===== src/rtl/outbox_uart_tx.sv =====
// Drains the OUTBOX FIFO onto an 8N1 UART pin; OUTBOX_UART_TX_HEX_EN sends each byte as "HH\n".
// Start bit follows the pop strobe by one cycle; pops only when idle and the FIFO is non-empty.
module outbox_uart_tx #(
    parameter int CLKS_PER_BIT = 104
) (
    input  logic       clk,
    input  logic       i_rst,
    input  logic       i_out_empty,
    input  logic [7:0] i_out_data,
    output logic       o_out_rd,
    output logic       o_tx,
    output logic       o_busy
);
    localparam int CW = $clog2(CLKS_PER_BIT);
    localparam logic [CW-1:0] CNT_MAX = CW'(CLKS_PER_BIT - 1);

    typedef enum logic [2:0] {
        IDLE, START, DATA, STOP
`ifdef OUTBOX_UART_TX_HEX_EN
        , HEX1, HEX2, NL
`endif
    } state_t;

    state_t        state_q, state_d;
    logic [CW-1:0] cnt_q, cnt_d;
    logic [2:0]    idx_q, idx_d;
    logic [7:0]    shift_q, shift_d;
    logic          rd;
    logic          tx;
    logic          wrap;

`ifdef OUTBOX_UART_TX_HEX_EN
    // chr_q tracks which of the three characters of a popped byte is on the wire
    state_t        chr_q, chr_d;
    logic [3:0]    nib_q, nib_d;

    function automatic logic [7:0] hex_ascii(input logic [3:0] n);
        return (n < 4'd10) ? 8'h30 + {4'h0, n} : 8'h37 + {4'h0, n};
    endfunction
`endif

    always_comb begin
        state_d = state_q;
        cnt_d   = cnt_q;
        idx_d   = idx_q;
        shift_d = shift_q;
        rd      = 1'b0;
        tx      = 1'b1;
        wrap    = (cnt_q == CNT_MAX);
`ifdef OUTBOX_UART_TX_HEX_EN
        chr_d   = chr_q;
        nib_d   = nib_q;
`endif
        if (state_q != IDLE) begin
            cnt_d = wrap ? '0 : cnt_q + 1'b1;
        end

        case (state_q)
            IDLE: begin
                if (!i_out_empty) begin
                    rd      = 1'b1;
                    state_d = START;
                    cnt_d   = '0;
`ifdef OUTBOX_UART_TX_HEX_EN
                    shift_d = hex_ascii(i_out_data[7:4]);
                    nib_d   = i_out_data[3:0];
                    chr_d   = HEX1;
`else
                    shift_d = i_out_data;
`endif
                end
            end
            START: begin
                tx = 1'b0;
                if (wrap) begin
                    state_d = DATA;
                    idx_d   = 3'd0;
                end
            end
            DATA: begin
                tx = shift_q[0];
                if (wrap) begin
                    shift_d = {1'b0, shift_q[7:1]};
                    if (idx_q == 3'd7) begin
                        state_d = STOP;
                    end else begin
                        idx_d = idx_q + 3'd1;
                    end
                end
            end
            STOP: begin
                if (wrap) begin
`ifdef OUTBOX_UART_TX_HEX_EN
                    // chained characters skip IDLE so their stop bits stay exactly one bit long
                    case (chr_q)
                        HEX1: begin
                            shift_d = hex_ascii(nib_q);
                            chr_d   = HEX2;
                            state_d = START;
                        end
                        HEX2: begin
                            shift_d = 8'h0A;
                            chr_d   = NL;
                            state_d = START;
                        end
                        default: state_d = IDLE;
                    endcase
`else
                    state_d = IDLE;
`endif
                end
            end
            default: state_d = IDLE;
        endcase
    end

    always_ff @(posedge clk) begin
        if (i_rst) begin
            state_q <= IDLE;
            cnt_q   <= '0;
            idx_q   <= 3'd0;
            shift_q <= 8'h00;
`ifdef OUTBOX_UART_TX_HEX_EN
            chr_q   <= HEX1;
            nib_q   <= 4'h0;
`endif
        end else begin
            state_q <= state_d;
            cnt_q   <= cnt_d;
            idx_q   <= idx_d;
            shift_q <= shift_d;
`ifdef OUTBOX_UART_TX_HEX_EN
            chr_q   <= chr_d;
            nib_q   <= nib_d;
`endif
        end
    end

    // a pop during a reset cycle would lose the byte, so the strobe is held off
    assign o_out_rd = rd & ~i_rst;
    assign o_tx     = tx;
    assign o_busy   = (state_q != IDLE);

endmodule


===== config.mk =====
export PLATFORM = sky130hd
export DESIGN_NAME = outbox_uart_tx
export DESIGN_NICKNAME = d
export VERILOG_FILES = /design/src/rtl/outbox_uart_tx.sv
export SDC_FILE = /design/constraint.sdc
export NUM_CORES = 1
export LEC_CHECK = 0
export CAP_MARGIN = 20
export CORE_ASPECT_RATIO = 0.6
export CORE_MARGIN = 4
export CORE_UTILIZATION = 45
export DETAILED_ROUTE_END_ITERATION = 16
export PLACE_DENSITY_LB_ADDON = 0.1
export SLEW_MARGIN = 5
export SYNTH_ARGS = -nofsm -noshare
export SYNTH_HDL_FRONTEND = slang
export SYNTH_SLANG_ARGS = --single-unit

===== constraint.sdc =====
create_clock -name clk -period 2.4 [get_ports clk]
set_input_delay 0.36 -clock clk [delete_from_list [all_inputs] [get_ports clk]]
set_output_delay 0.36 -clock clk [all_outputs]
set_load 0.1 [all_outputs]

==> impl_metrics.py, run 1 <==
metrics = {
    "clock_network": {
        "path_clk_slew_ns": 0.07,
        "cts.sinks": 20,
        "cts_inserted_buffers": 3,
        "hold_buffers": 0,
        "post_cts_resized": 0,
        "h-tree-depth": 1,
        "cts_tree": "yes",
        "cts_setup_buffers": 0,
        "clk_latency_ns": 0.26,
        "clockRootBuffer": "clkbuf_8",
        "cts_buffer_depth": 2,
    },
    "setup_path": {
        "arrival_ns": 1.75,
        "crit_slowest_cell": "dfxtp_1",
        "cp.required_ns": 2.04,
        "endpoint_kind": "output pin",
        "cpLargestDelayFamily": "buffers and inverters",
        "worstRegToRegCells": 6,
        "r2r-end": "idx_q[0]",
        "critPathLaunchType": "flop",
        "r2r_slack_ns": 0.48,
        "critPathKind": "flop to output pin",
        "reg2reg_from": "state_q[0]",
        "path_cells": "inv_1 > ha_1 > buf_4 > a21oi_2 > buf_12",
        "cp_max_fo": 12,
        "critPathBufInv": 3,
        "cpPeakStageDelay_ns": 0.39,
    },
    "synthesis": {
        "synth.distinct_cells": 38,
        "synth.net_count": 148,
        "muxShareOfSynthArea_pct": 7.018,
        "syn_area_per_cell_sq_um": 8.778,
        "syn_inst": 130,
        "yosysSeqAreaShare_pct": 35.09,
        "ys.flop_type": "dfxtp_1",
        "syn_area_sq_mm": 0.001141,
        "synth_compound_area_share_pct": 21.71,
        "ys_ff_latch": 20,
        "synth_fa_ha_area_share_pct": 7.675,
        "synth_xor_area_share_pct": 3.070,
        "synth_top_family_by_area": "compound AO/OA/AOI/OAI gates",
        "yosysWarnings": 0,
        "ys_async_sr_fraction_pct": 0,
        "synth_edf_count": 0,
        "yosys.area_share.simple_pct": 20.29,
    },
    "cells_and_area": {
        "antenna_cells": 0,
        "area_delta_synth_final_pct": 22.04,
        "mostFrequentLayoutCells": "dfxtp_1, a21oi_1, clkdlybuf4s50_1",
        "final_common_cell": "dfxtp_1",
        "nets": 163,
        "drive_above_1_share_pct": 11.89,
    },
    "worst_hold_path": {
        "hold_path.class": "flop to flop",
        "whs_path_depth": 2,
        "hp-start": "idx_q[2]",
        "holdPathEnd": "idx_q[2]",
    },
    "timing": {
        "slew-limit-headroom_pct": 68.69,
        "rsz0062_at_grt": "no",
        "skew_ns": 0.005091,
        "setup_viol": 0,
        "maxSlewViolCount": 0,
        "fin_crit_ns": 2.114,
        "min_period_over_period_pct": 88.10,
        "tightest_slew_ns": 0.4682,
        "max_freq_mhz": 473.0,
        "final_hold_viol_count": 0,
        "worst_hold_slack_ns": 0.4640,
    },
    "die": {
        "core_area_sq_mm": 0.002293,
        "start_util_pct": 49.75,
        "num_io_pins": 14,
        "die_y_um": 47.01,
        "rows": 13,
        "die_width_um": 73.01,
        "design.die.area_sq_mm": 0.003432,
    },
    "drt": {
        "drt-pass1-iter-count": 4,
        "drc": 0,
        "drt_iter0_markers": 51,
        "vias": 962,
        "viasPerCell": 5.561,
        "wirelength_mm": 2.385,
        "avgRoutedWirePerCell_um": 13.79,
        "detail-route-antenna-nets": 0,
    },
    "placement": {
        "portBuffers": 13,
        "place_congestion": 0.8183,
        "hpwlAfterDp_mm": 1.754,
    },
    "grt": {
        "antenna_found_initial": 0,
        "track_usage_pct": 15.55,
        "grt_pass1_vias": 836,
        "grt_start_max_net_pins": 22,
        "overflow": 0,
        "grt_pass1_wl_mm": 3.960,
    },
    "job": {
        "maxCapViolCount": 0,
    },
    "pwr": {
        "finalPower_uw": 1636,
        "leakage_uw": 0.0004976,
        "max-vdd-ir-drop_uv": 670.2,
        "power.density_mw_per_mm2": 1175,
    },
    "run_status": {
        "status": "finished, final reports clean",
    },
}
worst max-delay path by stage:
stage	from	end	slack, ns	cells past startpoint
detailed placement	i_out_empty	shift_q[6]	0.49	5
floorplan	state_q[0]	o_out_rd	-0.43	4
global route	state_q[0]	o_tx	0.19	5
global placement	i_out_empty	o_out_rd	0.50	3
CTS	state_q[0]	o_tx	0.27	5
finish	state_q[0]	o_tx	0.29	5
stage by stage:
step	cells	setup slack [ns]	util, %	setup TNS, ns	cell area (sq um)
after global routing	173	0.1948	60.72	0	1393
after detailed placement	170	0.4883	58.92	0	1351
final	173	0.2857	60.72	0	1393
after global placement	170	0.4964	58.92	0	1351
after CTS	173	0.2715	60.72	0	1393
after floorplan	130	-0.4319	-	-0.4319	1156
sequential cells by signal, summed over array words and instances, names as in the netlist:
name,cells
idx_q,3
cnt_q,7
shift_q,8
state_q,2
metal layers:
layer / part of all wire (%) / up-vias / global-route usage, %
li1: - / 513 / -
met2: 38 / 19 / 21.67
met1: 55 / 425 / 21.69
met5: 0 / - / 0
met3: 5.5 / 5 / 5.556
met4: 1.3 / 0 / 6.618
area by class of cell:
cell class	count	area, sq um
fill	195	900.9
inverter	5	18.77
multi-input combinational	97	696.9
timing repair buffer	18	197.7
sequential	20	400.4
clock buffer	3	41.29
tap	30	37.54
synthesized netlist by cell type (3+ instances only):
master / instances / area [sq um]
xnor2_1: 3 / 26.28
nor2_1: 5 / 18.77
dfxtp_1: 20 / 400.4
a311oi_1: 7 / 61.31
nand2_1: 8 / 30.03
nor3_1: 4 / 20.02
and3_1: 3 / 18.77
clkbuf_1: 3 / 11.26
nand3_1: 8 / 40.04
mux2i_1: 8 / 80.08
ha_1: 7 / 87.58
a21oi_1: 17 / 85.08
inv_1: 4 / 15.01
where the power goes:
part	internal, uW	leakage, uW	switching, uW
combinational	375	0.000312	564
clock	112	0.0000216	113
sequential	415	0.000164	57.4
kinds of logic (layout without fill, tap and decap cells):
kind of cell               Yosys count  after routing
and+or+nand+nor                     42             42
AOI/OAI and AO/OA                   36             36
DFF                                 20             20
buffers and inverters               13             26
muxes                                8              8
adders and majority gates            7              7
xor gates and xnor gates             4              4
worst register-to-register path, cell delays in order, from the launching register on:
cell      delay [ns]
dfxtp_1         0.35
inv_1           0.09
ha_1            0.44
nor2b_1         0.27
o211ai_1        0.17
or3b_1          0.41
a21oi_1         0.14
Power figures use the tool's default switching activity.
==> inputs of run 2 (changes only) <==
--- a/config.mk
+++ b/config.mk
@@ -6,9 +6,9 @@
 export NUM_CORES = 1
 export LEC_CHECK = 0
 export CAP_MARGIN = 20
-export CORE_ASPECT_RATIO = 0.6
 export CORE_MARGIN = 4
-export CORE_UTILIZATION = 45
+export CORE_UTILIZATION = 54
+export CTS_CLUSTER_DIAMETER = 30
 export DETAILED_ROUTE_END_ITERATION = 16
 export PLACE_DENSITY_LB_ADDON = 0.1
 export SLEW_MARGIN = 5
==> run 2 against run 1 <==
Routed wire length rose by 1.1%. Non-clock buffer count rose by 1. Count of clock-buffer cells in the layout rose by 1. Maximum frequency fell by 0.55%. Final area barely moved. Power fell by 1.4%. Hold slack improved by 0.013 ns. Critical path depth did not move. Clock power fell by 13%. Critical endpoint unchanged. Largest cell class unchanged.
==> impl_metrics.py, run 2 (same netlist as run 1, synthesis figures left out) <==
metrics = {
    "clock_network": {
        "hold_buffers": 0,
        "clockRootBuffer": "clkbuf_4",
        "cts_setup_buffers": 0,
        "clk_latency_ns": 0.30,
        "cts.sinks": 20,
        "h-tree-depth": 1,
        "post_cts_resized": 0,
        "cts_buffer_depth": 2,
        "path_clk_slew_ns": 0.11,
        "cts_tree": "yes",
        "cts_inserted_buffers": 3,
    },
    "job": {
        "maxCapViolCount": 0,
    },
    "die": {
        "start_util_pct": 57.58,
        "core_area_sq_mm": 0.001982,
        "design.die.area_sq_mm": 0.002913,
        "rows": 16,
        "num_io_pins": 14,
        "die_y_um": 53.97,
        "die_width_um": 53.97,
    },
    "pwr": {
        "finalPower_uw": 1613,
        "max-vdd-ir-drop_uv": 675.9,
        "power.density_mw_per_mm2": 1159,
        "leakage_uw": 0.0005018,
    },
    "setup_path": {
        "path_cells": "inv_1 > ha_1 > buf_4 > a21oi_2 > buf_12",
        "cpLargestDelayFamily": "buffers and inverters",
        "crit_slowest_cell": "dfxtp_1",
        "critPathBufInv": 3,
        "cp.required_ns": 2.04,
        "critPathKind": "flop to output pin",
        "critPathLaunchType": "flop",
        "endpoint_kind": "output pin",
        "cp_max_fo": 10,
        "arrival_ns": 1.77,
        "cpPeakStageDelay_ns": 0.41,
        "r2r_slack_ns": 0.55,
    },
    "timing": {
        "slew-limit-headroom_pct": 72.22,
        "skew_ns": 0.004328,
        "min_period_over_period_pct": 88.58,
        "setup_tns_ns": 0,
        "final_hold_viol_count": 0,
        "fin_crit_ns": 2.126,
        "tightest_slew_ns": 0.4158,
        "rsz0062_at_grt": "no",
        "max_freq_mhz": 470.4,
        "maxSlewViolCount": 0,
        "setup_viol": 0,
    },
    "placement": {
        "hpwlAfterDp_mm": 1.750,
        "portBuffers": 13,
        "place_congestion": 0.8348,
    },
    "grt": {
        "overflow": 0,
        "antenna_found_initial": 0,
        "track_usage_pct": 20.15,
        "grt_pass1_wl_mm": 4.284,
        "grt_pass1_vias": 966,
        "grt_start_max_net_pins": 22,
    },
    "cells_and_area": {
        "fin_util_pct": 70.20,
        "seq_area_sq_um": 400.4,
        "nets": 164,
        "mostFrequentLayoutCells": "dfxtp_1, a21oi_1, clkdlybuf4s50_1",
        "largest_register_ffs": 8,
        "final_common_cell": "dfxtp_1",
        "antenna_cells": 0,
        "area_delta_synth_final_pct": 21.93,
        "reg_top3": "shift_q (8), cnt_q (7), idx_q (3)",
        "multi_input_area_sq_um": 696.9,
        "fillers": 164,
        "top_register": "shift_q",
        "drive_above_1_share_pct": 13.10,
    },
    "run_status": {
        "status": "finished, final reports clean",
    },
    "worst_hold_path": {
        "hold_path.class": "flop to flop",
    },
    "drt": {
        "wirelength_mm": 2.412,
        "vias": 995,
        "detail-route-antenna-nets": 0,
        "avgRoutedWirePerCell_um": 14.02,
        "drc": 0,
        "drt-pass1-iter-count": 4,
        "drt_iter0_markers": 23,
        "viasPerCell": 5.785,
    },
}
## run 2: area by class of cell
cell class	instances	area share [%]
repair buffers	19	14.75
multi-input cells	97	50.09
clock buffers	4	2.608
flip-flops and latches	20	28.78
inverters	5	1.349
well taps	27	2.428
## run 2: worst paths after layout
| check | from | cells after the start | end |
|---|---|---|---|
| max | state_q[0] | 5 | o_tx |
| min | idx_q[1] | 2 | idx_q[1] |
| max reg2reg | state_q[0] | 6 | idx_q[0] |
| min reg2reg | idx_q[1] | 2 | idx_q[1] |
## run 2: worst min-delay path, stage by stage (launching register included)
cell,delay (ns)
dfxtp_1,0.34
nand2_1,0.06
a21oi_1,0.05
## run 2: through the flow
step / hold WS (ns) / std cells / cell area, sq um / worst slack, ns
global route: 0.5074 / 172 / 1391 / 0.1595
detailed placement: 0.4632 / 168 / 1355 / 0.5753
finish: 0.4773 / 172 / 1391 / 0.2740
global placement: 0.4587 / 168 / 1355 / 0.6568
floorplan: 0.4356 / 130 / 1156 / -0.4319
CTS: 0.4810 / 172 / 1391 / 0.2614
## run 2: report_power, final
part           leakage (uW)  total, uW  internal, uW  switching, uW
Clock             0.0000210        195          92.5            102
Sequential         0.000164        475           414           60.7
Combinational      0.000317        943           376            567
Total              0.000502       1610           883            730
## run 2: metal layers
layer	GRT usage [%]	vias up	part of all wire, %
met5	0	-	0
met4	9.544	0	2.1
li1	-	510	-
met1	27.92	453	49
met3	3.324	7	4.2
met2	30.24	25	44
==> inputs of run 3 (changes only) <==
--- a/config.mk
+++ b/config.mk
@@ -6,8 +6,9 @@
 export NUM_CORES = 1
 export LEC_CHECK = 0
 export CAP_MARGIN = 20
+export CORE_ASPECT_RATIO = 0.6
 export CORE_MARGIN = 4
-export CORE_UTILIZATION = 54
+export CORE_UTILIZATION = 50
 export CTS_CLUSTER_DIAMETER = 30
 export DETAILED_ROUTE_END_ITERATION = 16
 export PLACE_DENSITY_LB_ADDON = 0.1
==> run 3 against run 2 <==
Clock power increased by 31%. Maximum frequency increased by 0.13%. First-iteration DRC count increased by 70%. Sequential cell count unchanged. Largest power group unchanged.
==> impl_metrics.py, run 3 (same netlist as run 1, synthesis figures left out) <==
metrics = {
    "run_status": {
        "status": "finished, final reports clean",
    },
    "setup_path": {
        "cp_max_fo": 12,
        "arrival_ns": 1.76,
        "endpoint_kind": "output pin",
        "r2r_slack_ns": 0.45,
        "critPathKind": "flop to output pin",
        "critPathLaunchType": "flop",
        "cp.required_ns": 2.04,
    },
    "drt": {
        "drc": 0,
        "detail-route-antenna-nets": 0,
        "wirelength_mm": 2.382,
        "viasPerCell": 5.578,
        "drt-pass1-iter-count": 4,
        "wl_met2_mm": 1.009,
        "avgRoutedWirePerCell_um": 13.77,
        "met3WireLength_um": 116,
        "drt_iter0_markers": 39,
        "top_layer": "met4",
        "wl_met1_mm": 1.248,
        "vias": 965,
    },
    "cells_and_area": {
        "largest_register_ffs": 8,
        "mostFrequentLayoutCells": "dfxtp_1, a21oi_1, clkdlybuf4s50_1",
        "drive_above_1_share_pct": 11.89,
        "area_delta_synth_final_pct": 22.59,
        "top_register": "shift_q",
        "nets": 162,
        "fin_util_pct": 64.66,
        "antenna_cells": 0,
        "reg_top3": "shift_q (8), cnt_q (7), idx_q (3)",
        "final_common_cell": "dfxtp_1",
    },
    "timing": {
        "final_hold_viol_count": 0,
        "setup_viol": 0,
        "worst_hold_slack_ns": 0.4747,
        "tightest_slew_ns": 0.4731,
        "slew-limit-headroom_pct": 68.36,
        "rsz0062_at_grt": "no",
        "maxSlewViolCount": 0,
        "skew_ns": 0.0007301,
        "fin_crit_ns": 2.123,
        "max_freq_mhz": 471.0,
        "min_period_over_period_pct": 88.47,
    },
    "clock_network": {
        "cts_tree": "yes",
        "cts.sinks": 20,
        "path_clk_slew_ns": 0.07,
        "cts_inserted_buffers": 3,
        "h-tree-depth": 1,
        "clk_latency_ns": 0.26,
        "post_cts_resized": 0,
        "clockRootBuffer": "clkbuf_8",
        "cts_buffer_depth": 2,
        "hold_buffers": 0,
        "cts_setup_buffers": 0,
    },
    "job": {
        "maxCapViolCount": 0,
    },
    "grt": {
        "grt_start_max_net_pins": 22,
        "track_usage_pct": 16.41,
        "overflow": 0,
        "grt_pass1_vias": 906,
        "antenna_found_initial": 0,
        "grt_pass1_wl_mm": 4.112,
    },
    "die": {
        "start_util_pct": 52.75,
        "die_width_um": 69.68,
        "core_area_sq_mm": 0.002163,
        "num_io_pins": 14,
        "rows": 13,
        "die_y_um": 45.01,
        "design.die.area_sq_mm": 0.003136,
    },
    "worst_hold_path": {
        "hold_path.class": "flop to flop",
    },
    "pwr": {
        "max-vdd-ir-drop_uv": 660.6,
        "leakage_uw": 0.0004997,
        "power.density_mw_per_mm2": 1185,
    },
    "placement": {
        "portBuffers": 13,
        "hpwlAfterDp_mm": 1.788,
        "place_congestion": 0.8782,
    },
}
[run 3: changes by cell type in the layout (fill, tap and decap cells not counted), sizes merged]
cell / previous run / this run
buf: 9 / 7
[run 3: path summary, 6_finish.rpt]
path | startpoint | to | cells past startpoint
setup reg to reg | state_q[0] | idx_q[0] | 6
hold reg to reg | idx_q[2] | idx_q[2] | 2
hold / removal | idx_q[2] | idx_q[2] | 2
setup / recovery | state_q[0] | o_tx | 5
[run 3: per-layer routing]
| metal | vias up | global-route usage (%) |
|---|---|---|
| met1 | 439 | 23.58 |
| met3 | 2 | 5.556 |
| li1 | 504 | - |
| met2 | 20 | 24.62 |
| met4 | 0 | 2.290 |
| met5 | - | 0 |
[run 3: cell type report]
type / count / area (sq um)
inverter: 5 / 18.77
timing repair buffer: 17 / 190.2
clock buffer: 4 / 55.05
multi-input combinational: 97 / 696.9
tap: 30 / 37.54
fill: 186 / 764.5
sequential: 20 / 400.4
[run 3: stage by stage]
step	total power (uW)	TNS, ns	area (sq um)	worst slack [ns]	cells
after floorplan	1151	-0.4319	1156	-0.4319	130
after global placement	1384	0	1344	0.4980	169
after detailed placement	1408	0	1344	0.4187	169
after CTS	1665	0	1399	0.2608	173
after global routing	1767	0	1399	0.1555	173
final	1657	0	1399	0.2768	173
[run 3: worst max-delay path, cell delays in order (launching register included)]
cell and delay (ns):
dfxtp_1 0.40, inv_1 0.09, ha_1 0.37, buf_4 0.25, a21oi_2 0.20, buf_12 0.20
[run 3: where the power goes]
part	leakage [uW]	internal (uW)	total, uW	switching (uW)
registers	0.000164	415	474	59.2
logic	0.000307	361	928	567
clock network	0.0000288	146	255	109
